[src/rtl/data_path.sv]
`default_nettype none
// ============================================================================
//  Module      : data_path
//  Description : 8-bit TI170 datapath. Holds PC, MAR, MARR, PR, IR, A, B, C
//                and CCR, routes them over Bus1/Bus2 and contains the ALU.
//  Revision    : 1.0 - initial release
// ============================================================================
module data_path (
  input  logic       clock,
  input  logic       reset,
  input  logic       IR_Load,
  input  logic       MAR_Load,
  input  logic       MARR_Load,
  input  logic       PC_Load,
  input  logic       PR_Load,
  input  logic       PC_Inc,
  input  logic       A_Load,
  input  logic       B_Load,
  input  logic       CCR_Load,
  input  logic [3:0] ALU_Sel,
  input  logic [1:0] Bus1_Sel,
  input  logic [1:0] Bus2_Sel,
  input  logic [7:0] from_memory,
  output logic [7:0] IR,
  output logic       CCR_Result,
  output logic [7:0] address,
  output logic [7:0] answer_address,
  output logic [7:0] to_memory,
  output logic [3:0] CCR
);

  logic [7:0] pc_q, pc_d, mar_q, mar_d, marr_q, marr_d, pr_q, pr_d;
  logic [7:0] ir_q, ir_d, a_q, a_d, b_q, b_d, c_q, c_d;
  logic [3:0] ccr_q, ccr_d;

  logic [7:0]  bus1, bus2, alu_r;
  logic        alu_v, alu_c;
  logic [8:0]  sum9, diff9;
  logic [15:0] prod16;

  // Bus1/Bus2 source selection; no storage on either bus.
  always_comb begin
    case (Bus1_Sel)
      2'b00:   bus1 = pc_q;
      2'b01:   bus1 = a_q;
      2'b10:   bus1 = b_q;
      default: bus1 = c_q;
    endcase
    case (Bus2_Sel)
      2'b00:   bus2 = alu_r;
      2'b01:   bus2 = 8'h01;
      2'b10:   bus2 = from_memory;
      default: bus2 = bus1;
    endcase
  end

  // ALU on pre-edge A and B; N and Z are derived from the result for every op.
  always_comb begin
    sum9   = {1'b0, a_q} + {1'b0, b_q};
    diff9  = {1'b0, a_q} - {1'b0, b_q};
    prod16 = {8'h00, a_q} * {8'h00, b_q};
    alu_r  = 8'h00;
    alu_v  = 1'b0;
    alu_c  = 1'b0;
    case (ALU_Sel)
      4'h0: begin
        alu_r = sum9[7:0];
        alu_c = sum9[8];
        alu_v = (a_q[7] == b_q[7]) && (sum9[7] != a_q[7]);
      end
      4'h1, 4'h5: begin
        alu_r = diff9[7:0];
        alu_c = diff9[8];
        alu_v = (a_q[7] != b_q[7]) && (diff9[7] != a_q[7]);
      end
      4'h2: begin
        alu_r = prod16[7:0];
        alu_v = |prod16[15:8];
      end
      4'h3: begin
        if (b_q == 8'h00) begin
          alu_r = 8'hFF;
          alu_v = 1'b1;
        end else begin
          alu_r = a_q / b_q;
        end
      end
      4'h4: begin
        if (b_q == 8'h00) begin
          alu_r = 8'hFF;
          alu_v = 1'b1;
        end else begin
          alu_r = a_q % b_q;
        end
      end
      4'h6: alu_r = a_q & b_q;
      4'h7: alu_r = a_q | b_q;
      4'h8: alu_r = ~a_q;
      4'hA: alu_r = a_q ^ b_q;
      4'hB: alu_r = ~(a_q & b_q);
      4'hC: alu_r = ~(a_q | b_q);
      4'hD: alu_r = ~(a_q ^ b_q);
      default: alu_r = 8'h00;
    endcase
  end

  // Next-state for every register; each strobe acts independently.
  always_comb begin
    ir_d   = IR_Load  ? bus2 : ir_q;
    a_d    = A_Load   ? bus2 : a_q;
    b_d    = B_Load   ? bus2 : b_q;
    mar_d  = MAR_Load ? bus1 : mar_q;
    marr_d = MARR_Load ? pr_q : marr_q;
    pc_d   = pc_q;
    if (PC_Load)     pc_d = bus2;
    else if (PC_Inc) pc_d = pc_q + 8'd1;
    // A simultaneous PR_Load overrides the post-store increment.
    pr_d   = pr_q;
    if (PR_Load)        pr_d = bus2;
    else if (MARR_Load) pr_d = pr_q + 8'd1;
    ccr_d  = ccr_q;
    c_d    = c_q;
    if (CCR_Load) begin
      ccr_d = {alu_r[7], (alu_r == 8'h00), alu_v, alu_c};
      c_d   = alu_r;
    end
  end

  // Register bank with asynchronous active-low clear.
  always_ff @(posedge clock or negedge reset) begin
    if (!reset) begin
      pc_q   <= 8'h00;
      mar_q  <= 8'h00;
      marr_q <= 8'h00;
      pr_q   <= 8'h00;
      ir_q   <= 8'h00;
      a_q    <= 8'h00;
      b_q    <= 8'h00;
      c_q    <= 8'h00;
      ccr_q  <= 4'b0000;
    end else begin
      pc_q   <= pc_d;
      mar_q  <= mar_d;
      marr_q <= marr_d;
      pr_q   <= pr_d;
      ir_q   <= ir_d;
      a_q    <= a_d;
      b_q    <= b_d;
      c_q    <= c_d;
      ccr_q  <= ccr_d;
    end
  end

  assign IR             = ir_q;
  assign address        = mar_q;
  assign answer_address = marr_q;
  assign CCR            = ccr_q;
  assign CCR_Result     = ccr_q[2];
  assign to_memory      = bus1;

endmodule
`default_nettype wire
[config.mk]
export PLATFORM = sky130hd
export DESIGN_NAME = data_path
export DESIGN_NICKNAME = d
export VERILOG_FILES = /design/src/rtl/data_path.sv
export SDC_FILE = /design/constraint.sdc
export NUM_CORES = 1
export LEC_CHECK = 0
export CAP_MARGIN = 40
export CORE_MARGIN = 2
export CORE_UTILIZATION = 47
export CTS_CLUSTER_DIAMETER = 40
export DETAILED_ROUTE_END_ITERATION = 10
export HOLD_SLACK_MARGIN = 0.05
export PLACE_DENSITY = 0.74
export SYNTH_ARGS = -nofsm -noshare
export SYNTH_HDL_FRONTEND = slang
export SYNTH_SLANG_ARGS = --single-unit
[constraint.sdc]
create_clock -name clock -period 13.7 [get_ports clock]
set_input_delay 2.74 -clock clock [delete_from_list [all_inputs] [get_ports clock]]
set_output_delay 2.74 -clock clock [all_outputs]
set_load 0.05 [all_outputs]
==> After elaboration in Yosys (flattened, before gate mapping) <==
Cells that the tools add are included.
{ "totals": {"regBits": 68, "input_bits": 27, "word_cells": 67} }
{ "classes": {"addsub": 4, "multipliers": 1, "div": 2, "n_eq_ne": 20, "mux": 12, "n_bitwise": 7, "n_reduce_logical": 12} }
{ "op_table": {"columns": ["cell", "n"], "rows": [
  ["8-bit case mux with 12 select lines", 1],
  ["8-bit two-way mux", 6],
  ["8-bit case mux with 3 select lines", 2],
  ["8-bit NOT", 4],
  ["4-bit equality test (second input constant)", 5],
  ["8-bit by 1-bit adder with 8-bit output (second input constant)", 2],
  ["4-bit by 3-bit equality test with 1-bit output (second input constant)", 4],
  ["8-bit logical NOT", 2],
  ["8-bit by 8-bit multiplier with 16-bit output", 1],
  ["8-bit by 8-bit adder with 9-bit output", 1],
  ["8-bit by 8-bit subtractor with 9-bit output", 1],
  ["8-bit bitwise AND", 1],
  ["8-bit by 8-bit divider with 8-bit output", 1],
  ["4-bit by 2-bit equality test with 1-bit output (second input constant)", 2],
  ["8-bit by 8-bit remainder unit with 8-bit output", 1],
  ["8-bit bitwise OR", 1],
  ["8-bit OR reduction", 1],
  ["8-bit bitwise XOR", 1],
  ["2-bit by 1-bit equality test with 1-bit output (second input constant)", 2],
  ["2-bit equality test (second input constant)", 2],
  ["4-bit by 1-bit equality test with 1-bit output (second input constant)", 1],
  ["2-bit logical NOT", 2],
  ["4-bit logical NOT", 1],
  ["1-bit case mux with 4 select lines", 1],
  ["7 further kinds", 12]
]} }

==> Longest topological paths before layout <==
Gate-level depths: netlist (run 1).
{ "depth": {"word_depth": 5, "mapped_depth": 53, "ltp_nobuf": 51} }

==> Least setup slack after synthesis (run 1) <==
OpenSTA, ideal clock, no wires.
{ "synth_path": {"path_type": "flip-flop to flip-flop", "start": "register b_q[0]", "end": "register pr_q[3]", "t_arrival_ps": 11414, "t_required_ps": 13563, "setup_slack_ps": 2149, "path_stages_with_launch": 50, "period_less_slack_ps": 11551, "path_cell_list": "dfrtp_1 > inv_1 > ha_1 > nand3_1 > and2_1 > ha_1 > o21a_1 > nor2_1 > or2_1 > o31ai_4 > ha_1 > a211oi_1 > o32ai_1 > nand2_1 > mux2_2 > ha_1 > or3_1 > o221a_2 > [... 14 more ...] > ha_1 > nor3_1 > a211oi_1 > o2111a_1 > or2_2 > clkbuf_1 > o21ai_0 > inv_1 > fa_1 > a21oi_1 > o22ai_1 > nor4b_1 > a2111oi_0 > a2111oi_0 > o21ai_0 > mux2i_1 > a2bb2oi_1 > a21oi_1"} }
{ "synth_via": {"elab_chain_cells": 5, "elab_cells_between_ends": 11, "cone_classes": "add/sub (2); mul (1); div (2); mux (5); reduce/logical (1)"} }
{ "synth_lines": {"columns": ["item", "line_no", "text"], "rows": [
  ["from (decl)", "33", "logic [7:0] ir_q, ir_d, a_q, a_d, b_q, b_d, c_q, c_d;"],
  ["from (signal assigned)", "138", "b_q <= 8'h00;"],
  ["from (signal assigned)", "148", "b_q <= b_d;"],
  ["8-bit by 8-bit remainder unit with 8-bit output, or another cell as far along", "93", "alu_r = a_q % b_q;"],
  ["8-bit two-way mux (on tied branches)", "89, 81", null],
  ["8-bit case mux with 12 select lines *", "65", "case (ALU_Sel)"],
  ["8-bit case mux with 3 select lines *", "49", "case (Bus2_Sel)"],
  ["8-bit two-way mux *", "119", "if (PR_Load) pr_d = bus2;"],
  ["to (signal assigned)", "145", "pr_q <= pr_d;"],
  ["to (decl)", "32", "logic [7:0] pc_q, pc_d, mar_q, mar_d, marr_q, marr_d, pr_q, pr_d;"]
]} }
Mark *: on every way between the ends. The rest lies on a longest branch, timed or not.
A chain may end at the register's enable or synchronous reset.

==> Worst setup path in the final report (run 1) <==
{ "layout_path": {"start": "register b_q[7]", "end": "register ir_q[3], in the netlist IR[3]"} }
{ "layout_via": {"elab_chain_cells": 4, "elab_cells_between_ends": 7, "cone_classes": "div (2); mux (4); reduce/logical (1)"} }
{ "layout_lines": {"columns": ["item", "line_no", "text"], "rows": [
  ["8-bit by 8-bit remainder unit with 8-bit output, or another cell as far along", "93", null],
  ["8-bit two-way mux (on tied branches)", "89, 81", null],
  ["8-bit case mux with 12 select lines *", "65", null],
  ["8-bit case mux with 3 select lines *", "49", null],
  ["to (signal assigned)", "146", "ir_q <= ir_d;"],
  ["to (decl)", "33", null]
]} }
Marked as above.

==> impl_results.md, run 1 <==
* Synth Area in Compound Gates at 21.6%
* Via density at 6.37
* Worst IR drop on VDD at 0.227 mV
* Iter 0 DRT Violations at 971
* Lkg Pwr at 4.33 nW
* Unrepaired setup endpoints after global routing: true
* CTS clk-pin slew, worst paths at 0.06 ns
* Proportion of netlist area held by the largest area contributor at 19.1%
* Post-synth ARST share at 100%
* Hold Path Depth at 1
* Cell taking the most area after synthesis: dfrtp_1
* Worst R2R Setup Slack at 0.66 ns
* Synth Net Count at 1227
* Drt wl/cell at 21.2 um
* Cell Rows at 49
* Deepest level of the CTS H-tree at 3
* Hold path start: address[4]$_DFFE_PN0P_
* Synthesized cell area at 8770 sq um
* Slew @ Worst Pin at 0.835 ns
* Die area at 19800 sq um
* Routed wire length at 28500 um
* Final hold vios at 0
* Largest buffer count on any clock path at 2
* TritonCTS clock tree: yes
* Avg Inst Size Synth at 8.28 sq um
* Final #Nets at 1280
* First-pass GRT wire length at 45200 um
* Initial antenna violation count at 0
* Root Buffer: clkbuf_16
* Via count at 8574
* TritonRoute pass-1 iters at 5
* Worst r2r src: b_q[7]$_DFFE_PN0P_
* #FFs+latches synth at 67
* Status: finished clean
* Grt total ovfl at 0
* Power density over the cells at 283 nW/um^2
* GRT busiest layer: met1
* Post-Synth XOR/XNOR Area at 3.49%
* Largest net degree at the start of global routing at 68
* HPWL after DPL at 21600 um
* Count leader, synth: nor2_1
* Setup TNS at 0 ns
* CP Data Arrival Time at 13.23 ns
* Fmax at 76.7 MHz
* Area delta synth->final at 14.0%
* Synth top area cells: dfrtp_1 (19%), ha_1 (15%), fa_1 (8.9%)
* R2r endpoint: IR[3]$_DFFE_PN0P_
* Final hold slack at 0.502 ns
* Worst Hold End: address[4]$_DFFE_PN0P_
* Mapped Cells at 1059
* Gr usage total at 28.9%
* Die height at 141 um
* Initial core utilization at 48.3%
* Critical path launch point type: flop
* Critical setup path kind: flop to flop
* R2R cell count at 50
* DR DRC count at 0
* Critical path required time at 13.88 ns
* Post-Route Skew at 0.00498 ns
* CP dominant cell by count: ha_1
* Clk_lat worst skew at 0.34 ns
* Largest family of logic cells by synthesized area: adder cells
* Crit end category: flop
* Hold Crit Class: flop to flop
* Slew margin rel. at 44.3%
* I/O Buffers at 63
* Number of global-route vias before repair at 7983
* Largest stage delay, worst path at 0.56 ns
* Final worst-path cycle share at 95.2%
* Core ar. at 18100 sq um
* Number of synthesis warnings at 0
* Post-synth EDFFs at 0
* ANT nets after route at 0
* Ys flop type: dfrtp_1
* I/O Pins at 64
* Max-cap violations at 0
* CP max-delay cell: a2111oi_1
* Synth Area in Simple Gates at 19.4%
* CTS buffer count at 9
* Layout cell share with drive strength beyond 1 at 9.22%
* CP Max Fanout at 13
* Post-CTS Setup Inserts at 0
* Die X at 141 um
* Met3 Use GR at 3.16%
* Post-layout min period at 13.04 ns
* Unique masters post-synth at 86
* Antenna Cells at 0
* Synth Area in Adders at 23.4%
* Hold-fix buffers, CTS at 0
* Met2 usage at 43.6%
* Post-synthesis mux area share at 7.03%
* Final setup viols at 0
* Max-slew violation count at 0
* Met1 usage at 44.0%
* GP Congestion at 1.01
* Post-synth top cells: nor2_1 (152), ha_1 (102), inv_1 (81), a21oi_1 (68)
* Register area share after synthesis at 19.1%
* Clock Sinks at 67
-- layout make-up --
cell class              instances  area (sq um)
clock buffers                   9           225
clock inverters                 7          75.1
fillers                      1691          8140
inverters                      91           342
multi-input cells             859          6620
flip-flops and latches         67          1680
well taps                     229           287
repair buffers                 84           778
-- critical path, delay by kind of cell (launching register included) --
kind,cells,cell delay (ns)
adders and majority gates,7,2.32
DFF,1,0.54
and+or+nand+nor,18,4.05
buffers and inverters,3,0.49
muxes,3,1.00
AOI/OAI and AO/OA,19,4.51
-- state kept, by name, indices dropped and copies added (netlist names) --
signal and flops:
IR 8, a_q 8, address 8, answer_address 8, b_q 8, c_q 8, pc_q 8, pr_q 8
CCR 3
-- where the power goes --
part	switching [mW]	internal, mW	leakage [nW]
sequential	0.0596	0.254	0.790
combinational	1.38	0.905	3.39
clock	0.0907	0.142	0.150
total	1.53	1.30	4.33
-- how the worst max path moves through the flow --
stage,slack [ns],depth (start not counted),startpoint,to
floorplan,2.15,49,b_q[0]$_DFFE_PN0P_,pr_q[3]$_DFFE_PN0P_
global placement,0.27,50,b_q[1]$_DFFE_PN0P_,b_q[3]$_DFFE_PN0P_
detailed placement,-0.002,49,b_q[1]$_DFFE_PN0P_,IR[3]$_DFFE_PN0P_
CTS,0.07,50,b_q[7]$_DFFE_PN0P_,IR[3]$_DFFE_PN0P_
global route,-0.07,50,b_q[7]$_DFFE_PN0P_,pc_q[0]$_DFFE_PN0P_
finish,0.66,50,b_q[7]$_DFFE_PN0P_,IR[3]$_DFFE_PN0P_
-- what timing repair did --
item                                    in CTS  in global routing
resized for setup                            1                 10
endpoints found under the setup margin       5                 42
hold endpoints to repair                     0                  0
pin swaps                                    0                  1
-- cell families (layout without fill, tap and decap cells) --
kind of cell | Yosys count | after routing
AND/OR/NAND/NOR | 357 | 357
AO/OA/AOI/OAI | 278 | 278
adder cells (fa/ha/maj) | 141 | 141
buffers and inverters | 133 | 191
flip-flops | 67 | 67
multiplexers | 48 | 48
XOR/XNOR | 35 | 35
-- metrics by stage --
step                      cell area, sq um  total power [mW]  setup WS, ns  util [%]  std cells
final                                10000              2.83         0.656      55.1       1346
after detailed placement              9660              2.53      -0.00194      53.2       1330
after global placement                9650              2.50         0.266      53.2       1328
after CTS                             9960              2.77        0.0661      54.9       1346
after floorplan                       8770              1.98          2.15         -       1059
after global routing                 10000              3.09       -0.0661      55.1       1346
-- routing by layer --
layer	wire length, um	vias up
met4	677	0
met3	2490	63
met5	0	-
met2	12400	470
li1	-	3941
met1	12900	4100
-- cells in the final DEF, fill, tap and decap left out, types with 5 or more instances in the layout --
master,n
nor2_1,152
ha_1,102
inv_1,81
a21oi_1,68
dfrtp_1,67
nand2_1,67
clkdlybuf4s50_1,62
o21ai_0,43
fa_1,39
mux2_2,29
xnor2_1,25
nor3_1,24
a31oi_1,20
buf_4,19
or3_1,16
a211oi_1,15
nand3_1,14
nor2b_1,13
o21a_1,11
mux2i_1,11
o22ai_1,11
nand2b_1,11
clkinv_1,10
nand4_1,10
o211ai_1,10
xor2_1,10
clkbuf_16,9
o31ai_1,8
mux4_2,8
and2_1,7
nor4_1,7
or2_2,6
o21bai_1,6
o32ai_1,6
and3_1,5
a21o_1,5
a22oi_1,5
Power figures use the tool's default switching activity.
==> run 2: changes to the inputs <==
--- a/config.mk
+++ b/config.mk
@@ -7,11 +7,11 @@
 export LEC_CHECK = 0
 export CAP_MARGIN = 40
 export CORE_MARGIN = 2
-export CORE_UTILIZATION = 47
+export CORE_UTILIZATION = 45
 export CTS_CLUSTER_DIAMETER = 40
 export DETAILED_ROUTE_END_ITERATION = 10
 export HOLD_SLACK_MARGIN = 0.05
-export PLACE_DENSITY = 0.74
+export PLACE_DENSITY = 0.72
 export SYNTH_ARGS = -nofsm -noshare
 export SYNTH_HDL_FRONTEND = slang
 export SYNTH_SLANG_ARGS = --single-unit
==> impl_results.md, run 2 (synthesis results as in run 1) <==
* Largest net degree at the start of global routing at 68
* Antenna Cells at 0
* Largest stage delay, worst path at 0.52 ns
* GP Congestion at 0.990
* HPWL after DPL at 21200 um
* Worst R2R Setup Slack at 1.01 ns
* Routed wire length at 28000 um
* Final Instance Area at 10100 sq um
* Hold path start: address[3]$_DFFE_PN0P_
* Crit end category: flop
* Max-cap violations at 0
* Hold Crit Class: flop to flop
* Grt total ovfl at 0
* Total power at 2.81 mW
* Core ar. at 19300 sq um
* Final non-filler cell total at 1380
* Final Core Density at 52.2%
* Drt wl/cell at 20.3 um
* TritonRoute pass-1 iters at 6
* Power density over the cells at 279 nW/um^2
* Worst r2r src: b_q[6]$_DFFE_PN0P_
* Total placed cells including tap cells at 1363
* Clock Sinks at 67
* Initial antenna violation count at 0
* Lkg Pwr at 4.30 nW
* ANT nets after route at 0
* Cell Rows at 51
* Slew margin rel. at 38.1%
* Hold Path Depth at 1
* CTS clk-pin slew, worst paths at 0.06 ns
* Worst setup path start: b_q[6]$_DFFE_PN0P_
* Post-Route Skew at 0.00740 ns
* Critical path launch point type: flop
* Root Buffer: clkbuf_16
* CP Max Fanout at 13
* R2R cell count at 48
* Final hold vios at 0
* I/O Buffers at 63
* Die area at 20600 sq um
* Worst IR drop on VDD at 0.206 mV
* Largest buffer count on any clock path at 2
* CTS buffer count at 9
* Worst Hold End: address[3]$_DFFE_PN0P_
* Critical path required time at 13.89 ns
* Clk_lat worst skew at 0.34 ns
* Slew @ Worst Pin at 0.921 ns
* Via count at 8561
* Layout cell share with drive strength beyond 1 at 9.42%
* CP max-delay cell: dfrtp_1
* Fmax at 78.8 MHz
* Final worst-path cycle share at 92.6%
* CP dominant cell by count: ha_1
* R2r endpoint: IR[3]$_DFFE_PN0P_
* Via density at 6.20
* Area delta synth->final at 14.7%
* I/O Pins at 64
* Die height at 144 um
* CP Data Arrival Time at 12.87 ns
* Most common cell after layout, fill and taps aside: nor2_1
* DR DRC count at 0
* Initial core utilization at 45.5%
* Placed Area at 9680 sq um
* Iter 0 DRT Violations at 861
* Commonest cells after routing, fill and taps aside: nor2_1 (151), ha_1 (102), inv_1 (81)
* Number of global-route vias before repair at 8082
* Deepest level of the CTS H-tree at 3
* TritonCTS clock tree: yes
* Final hold slack at 0.501 ns
* Gr usage total at 27.2%
* Max-slew violation count at 0
* Die X at 144 um
* Critical setup path kind: flop to flop
* Final #Nets at 1278
* Post-layout min period at 12.69 ns
* Final setup viols at 0
* First-pass GRT wire length at 43700 um
* Status: finished clean
-- run 2: changes by cell type in the layout (fill, tap and decap cells not counted), sizes merged --
cell / delta
clkinvlp: +4
clkinv: -3
buf: -2
clkbuf: +2
inv: -2
bufinv: -1
-- run 2: what timing repair did --
| action | in CTS | in global routing |
|---|---|---|
| endpoints found under the setup margin | 0 | 48 |
| setup buffers | 0 | 1 |
| resized for setup | 0 | 19 |
| hold buffers | 0 | 0 |
-- run 2: worst max path at each step --
| stage | slack (ns) | endpoint |
|---|---|---|
| 2_1_floorplan | 2.15 | pr_q[3]$_DFFE_PN0P_ |
| 3_3_place_gp | 0.60 | IR[3]$_DFFE_PN0P_ |
| 3_5_place_dp | 0.38 | IR[3]$_DFFE_PN0P_ |
| 4_1_cts | 0.31 | IR[3]$_DFFE_PN0P_ |
| 5_1_grt | -0.007 | IR[3]$_DFFE_PN0P_ |
| 6_report | 1.01 | IR[3]$_DFFE_PN0P_ |
-- run 2: per-layer routing --
layer  part of all wire, %  global-route usage, %
met5                     0                      0
met4                   3.7                   10.6
met3                   9.4                   4.33
met2                    45                   42.5
met1                    42                   37.8
-- run 2: through the flow --
step,TNS (ns),setup WS [ns]
finish,0,1.01
global route,-0.00661,-0.00661
CTS,0,0.312
detailed placement,0,0.376
global placement,0,0.601
floorplan,0,2.15
-- run 2: power by group --
group	leakage (nW)	total [mW]	internal [mW]	switching, mW
Clock	0.124	0.214	0.128	0.0866
Combinational	3.39	2.28	0.909	1.37
Sequential	0.790	0.320	0.253	0.0661
-- run 2: critical path: cells and delay by family (launching register included) --
kind            cells  cell delay, ns
compound gates     19            4.21
fa+ha+maj           7            2.27
buf+inv             1            0.11
flops               1            0.52
mux                 3            0.99
simple gates       18            4.42
-- run 2: layout make-up --
| cell class | count | area, sq um |
|---|---|---|
| fill | 1855 | 9210 |
| clock inverter | 5 | 38.8 |
| tap | 265 | 332 |
| multi-input combinational | 859 | 6660 |
| sequential | 67 | 1680 |
| clock buffer | 11 | 243 |
| inverter | 91 | 342 |
| timing repair buffer | 82 | 766 |
==> run 3: changes to the inputs <==
--- a/config.mk
+++ b/config.mk
@@ -5,13 +5,13 @@
 export SDC_FILE = /design/constraint.sdc
 export NUM_CORES = 1
 export LEC_CHECK = 0
-export CAP_MARGIN = 40
 export CORE_MARGIN = 2
 export CORE_UTILIZATION = 45
 export CTS_CLUSTER_DIAMETER = 40
 export DETAILED_ROUTE_END_ITERATION = 10
 export HOLD_SLACK_MARGIN = 0.05
 export PLACE_DENSITY = 0.72
+export SLEW_MARGIN = 5
 export SYNTH_ARGS = -nofsm -noshare
 export SYNTH_HDL_FRONTEND = slang
 export SYNTH_SLANG_ARGS = --single-unit
==> impl_results.md, run 3 (synthesis results as in run 1) <==
* Status: finished clean
* CP Max Fanout at 13
* Clock Sinks at 67
* Power density over the cells at 280 nW/um^2
* Comb power frac at 80.3%
* Final setup viols at 0
* Sw frac at 53.7%
* Max-slew violation count at 0
* Die X at 144 um
* Drt wl/cell at 20.1 um
* Largest stage delay, worst path at 0.50 ns
* R2r endpoint: pr_q[6]$_DFFE_PN0P_
* Unrepaired setup endpoints after global routing: false
* Slew @ Worst Pin at 1.14 ns
* Via count at 8558
* Largest buffer count on any clock path at 2
* Sw power at 1.51 mW
* Final hold vios at 0
* Initial antenna violation count at 0
* Flop pwr share at 11.4%
* Post-layout min period at 12.84 ns
* Clk_lat worst skew at 0.34 ns
* GP Congestion at 0.990
* Initial core utilization at 45.5%
* ANT nets after route at 0
* Critical path required time at 13.90 ns
* Final #Nets at 1276
* Largest net degree at the start of global routing at 68
* Core ar. at 19300 sq um
* Area delta synth->final at 14.3%
* Commonest cells after routing, fill and taps aside: nor2_1 (152), ha_1 (102), inv_1 (81)
* Hold Crit Class: flop to flop
* Max-cap violations at 0
* Worst Hold End: c_q[0]$_DFFE_PN0P_
* CP max-delay cell: nor3_1
* Die height at 144 um
* Post-CTS Setup Inserts at 0
* Setup TNS at 0 ns
* Antenna Cells at 0
* DR DRC count at 0
* Fmax at 77.9 MHz
* Total power at 2.81 mW
* Crit end category: flop
* I/O Pins at 64
* Worst IR drop on VDD at 0.194 mV
* TritonRoute pass-1 iters at 8
* Most common cell after layout, fill and taps aside: nor2_1
* Hold-fix buffers, CTS at 0
* CTS clk-pin slew, worst paths at 0.06 ns
* Layout cell share with drive strength beyond 1 at 8.81%
* R2R cell count at 48
* Iter 0 DRT Violations at 789
* TritonCTS clock tree: yes
* Routed wire length at 27700 um
* CP dominant cell by count: ha_1
* Cell Rows at 51
* Via density at 6.21
* Grt total ovfl at 0
* HPWL after DPL at 21200 um
* Deepest level of the CTS H-tree at 3
* Final Core Density at 52.1%
* Hold path start: c_q[0]$_DFFE_PN0P_
* Post-Route Skew at 0.00758 ns
* Critical path launch point type: flop
* Die area at 20600 sq um
* Worst R2R Setup Slack at 0.86 ns
* First-pass GRT wire length at 44200 um
* Int Power at 1.30 mW
* Worst r2r src: b_q[1]$_DFFE_PN0P_
* CP Data Arrival Time at 13.04 ns
* Number of global-route vias before repair at 8148
* Lkg Pwr at 4.30 nW
* Critical setup path kind: flop to flop
* Cts repair resizes at 0
* Root Buffer: clkbuf_16
* I/O Buffers at 63
* Hold Path Depth at 2
* CTS buffer count at 9
* Final worst-path cycle share at 93.7%
* Slew margin rel. at 23.4%
* Gr usage total at 27.4%
* Clk pwr share at 8.3%
* Fill count at 1837
run 3: cell types whose count changed in the layout (fill, tap and decap cells not counted), sizes merged:
cell,change
clkinvlp,-2
clkinv,+1
buf,-2
bufinv,+1
run 3: worst max-delay path, delay by kind of cell, from the launching register on:
family | cells | cell delay [ns]
AND/OR/NAND/NOR | 21 | 5.07
multiplexers | 2 | 0.74
flip-flops | 1 | 0.48
buffers and inverters | 1 | 0.12
adder cells (fa/ha/maj) | 7 | 2.26
AO/OA/AOI/OAI | 17 | 4.03
run 3: layout make-up:
| type | count | area [sq um] | share of cell area, % |
|---|---|---|---|
| clock buffers | 11 | 243 | 2.42 |
| clock inverters | 5 | 62.6 | 0.624 |
| inverters | 91 | 342 | 3.41 |
| multi-input cells | 859 | 6620 | 66.0 |
| flip-flops and latches | 67 | 1680 | 16.7 |
| well taps | 265 | 332 | 3.31 |
| repair buffers | 80 | 753 | 7.51 |
run 3: routing by layer:
metal	GRT usage, %	share of wire (%)
met3	4.63	8.6
met2	42.0	44
met1	38.5	44
met5	0	0
met4	11.0	3.6
run 3: power by group through the flow:
| stage | Combinational (mW) | Clock, mW | Sequential, mW |
|---|---|---|---|
| after floorplan | 1.60 | 0 | 0.381 |
| after global placement | 2.16 | 0 | 0.319 |
| after detailed placement | 2.20 | 0 | 0.322 |
| after CTS | 2.21 | 0.235 | 0.318 |
| after global routing | 2.50 | 0.243 | 0.327 |
| final | 2.26 | 0.233 | 0.319 |
run 3: how the worst max path moves through the flow:
stage / depth (start not counted) / start / to
2_1_floorplan: 49 / b_q[0]$_DFFE_PN0P_ / pr_q[3]$_DFFE_PN0P_
4_1_cts: 48 / b_q[1]$_DFFE_PN0P_ / IR[3]$_DFFE_PN0P_
5_1_grt: 48 / b_q[6]$_DFFE_PN0P_ / IR[3]$_DFFE_PN0P_
3_5_place_dp: 48 / b_q[1]$_DFFE_PN0P_ / IR[3]$_DFFE_PN0P_
6_report: 48 / b_q[1]$_DFFE_PN0P_ / pr_q[6]$_DFFE_PN0P_
3_3_place_gp: 49 / b_q[1]$_DFFE_PN0P_ / IR[3]$_DFFE_PN0P_
run 3: stage by stage:
| stage | setup slack (ns) | hold WS [ns] | area [sq um] | instances |
|---|---|---|---|---|
| finish | 0.860 | 0.491 | 10000 | 1378 |
| global route | 0.0182 | 0.513 | 10000 | 1378 |
| CTS | 0.371 | 0.498 | 9980 | 1378 |
| detailed placement | 0.418 | 0.486 | 9680 | 1362 |
| global placement | 0.601 | 0.478 | 9680 | 1362 |
| floorplan | 2.15 | 0.461 | 8770 | 1059 |
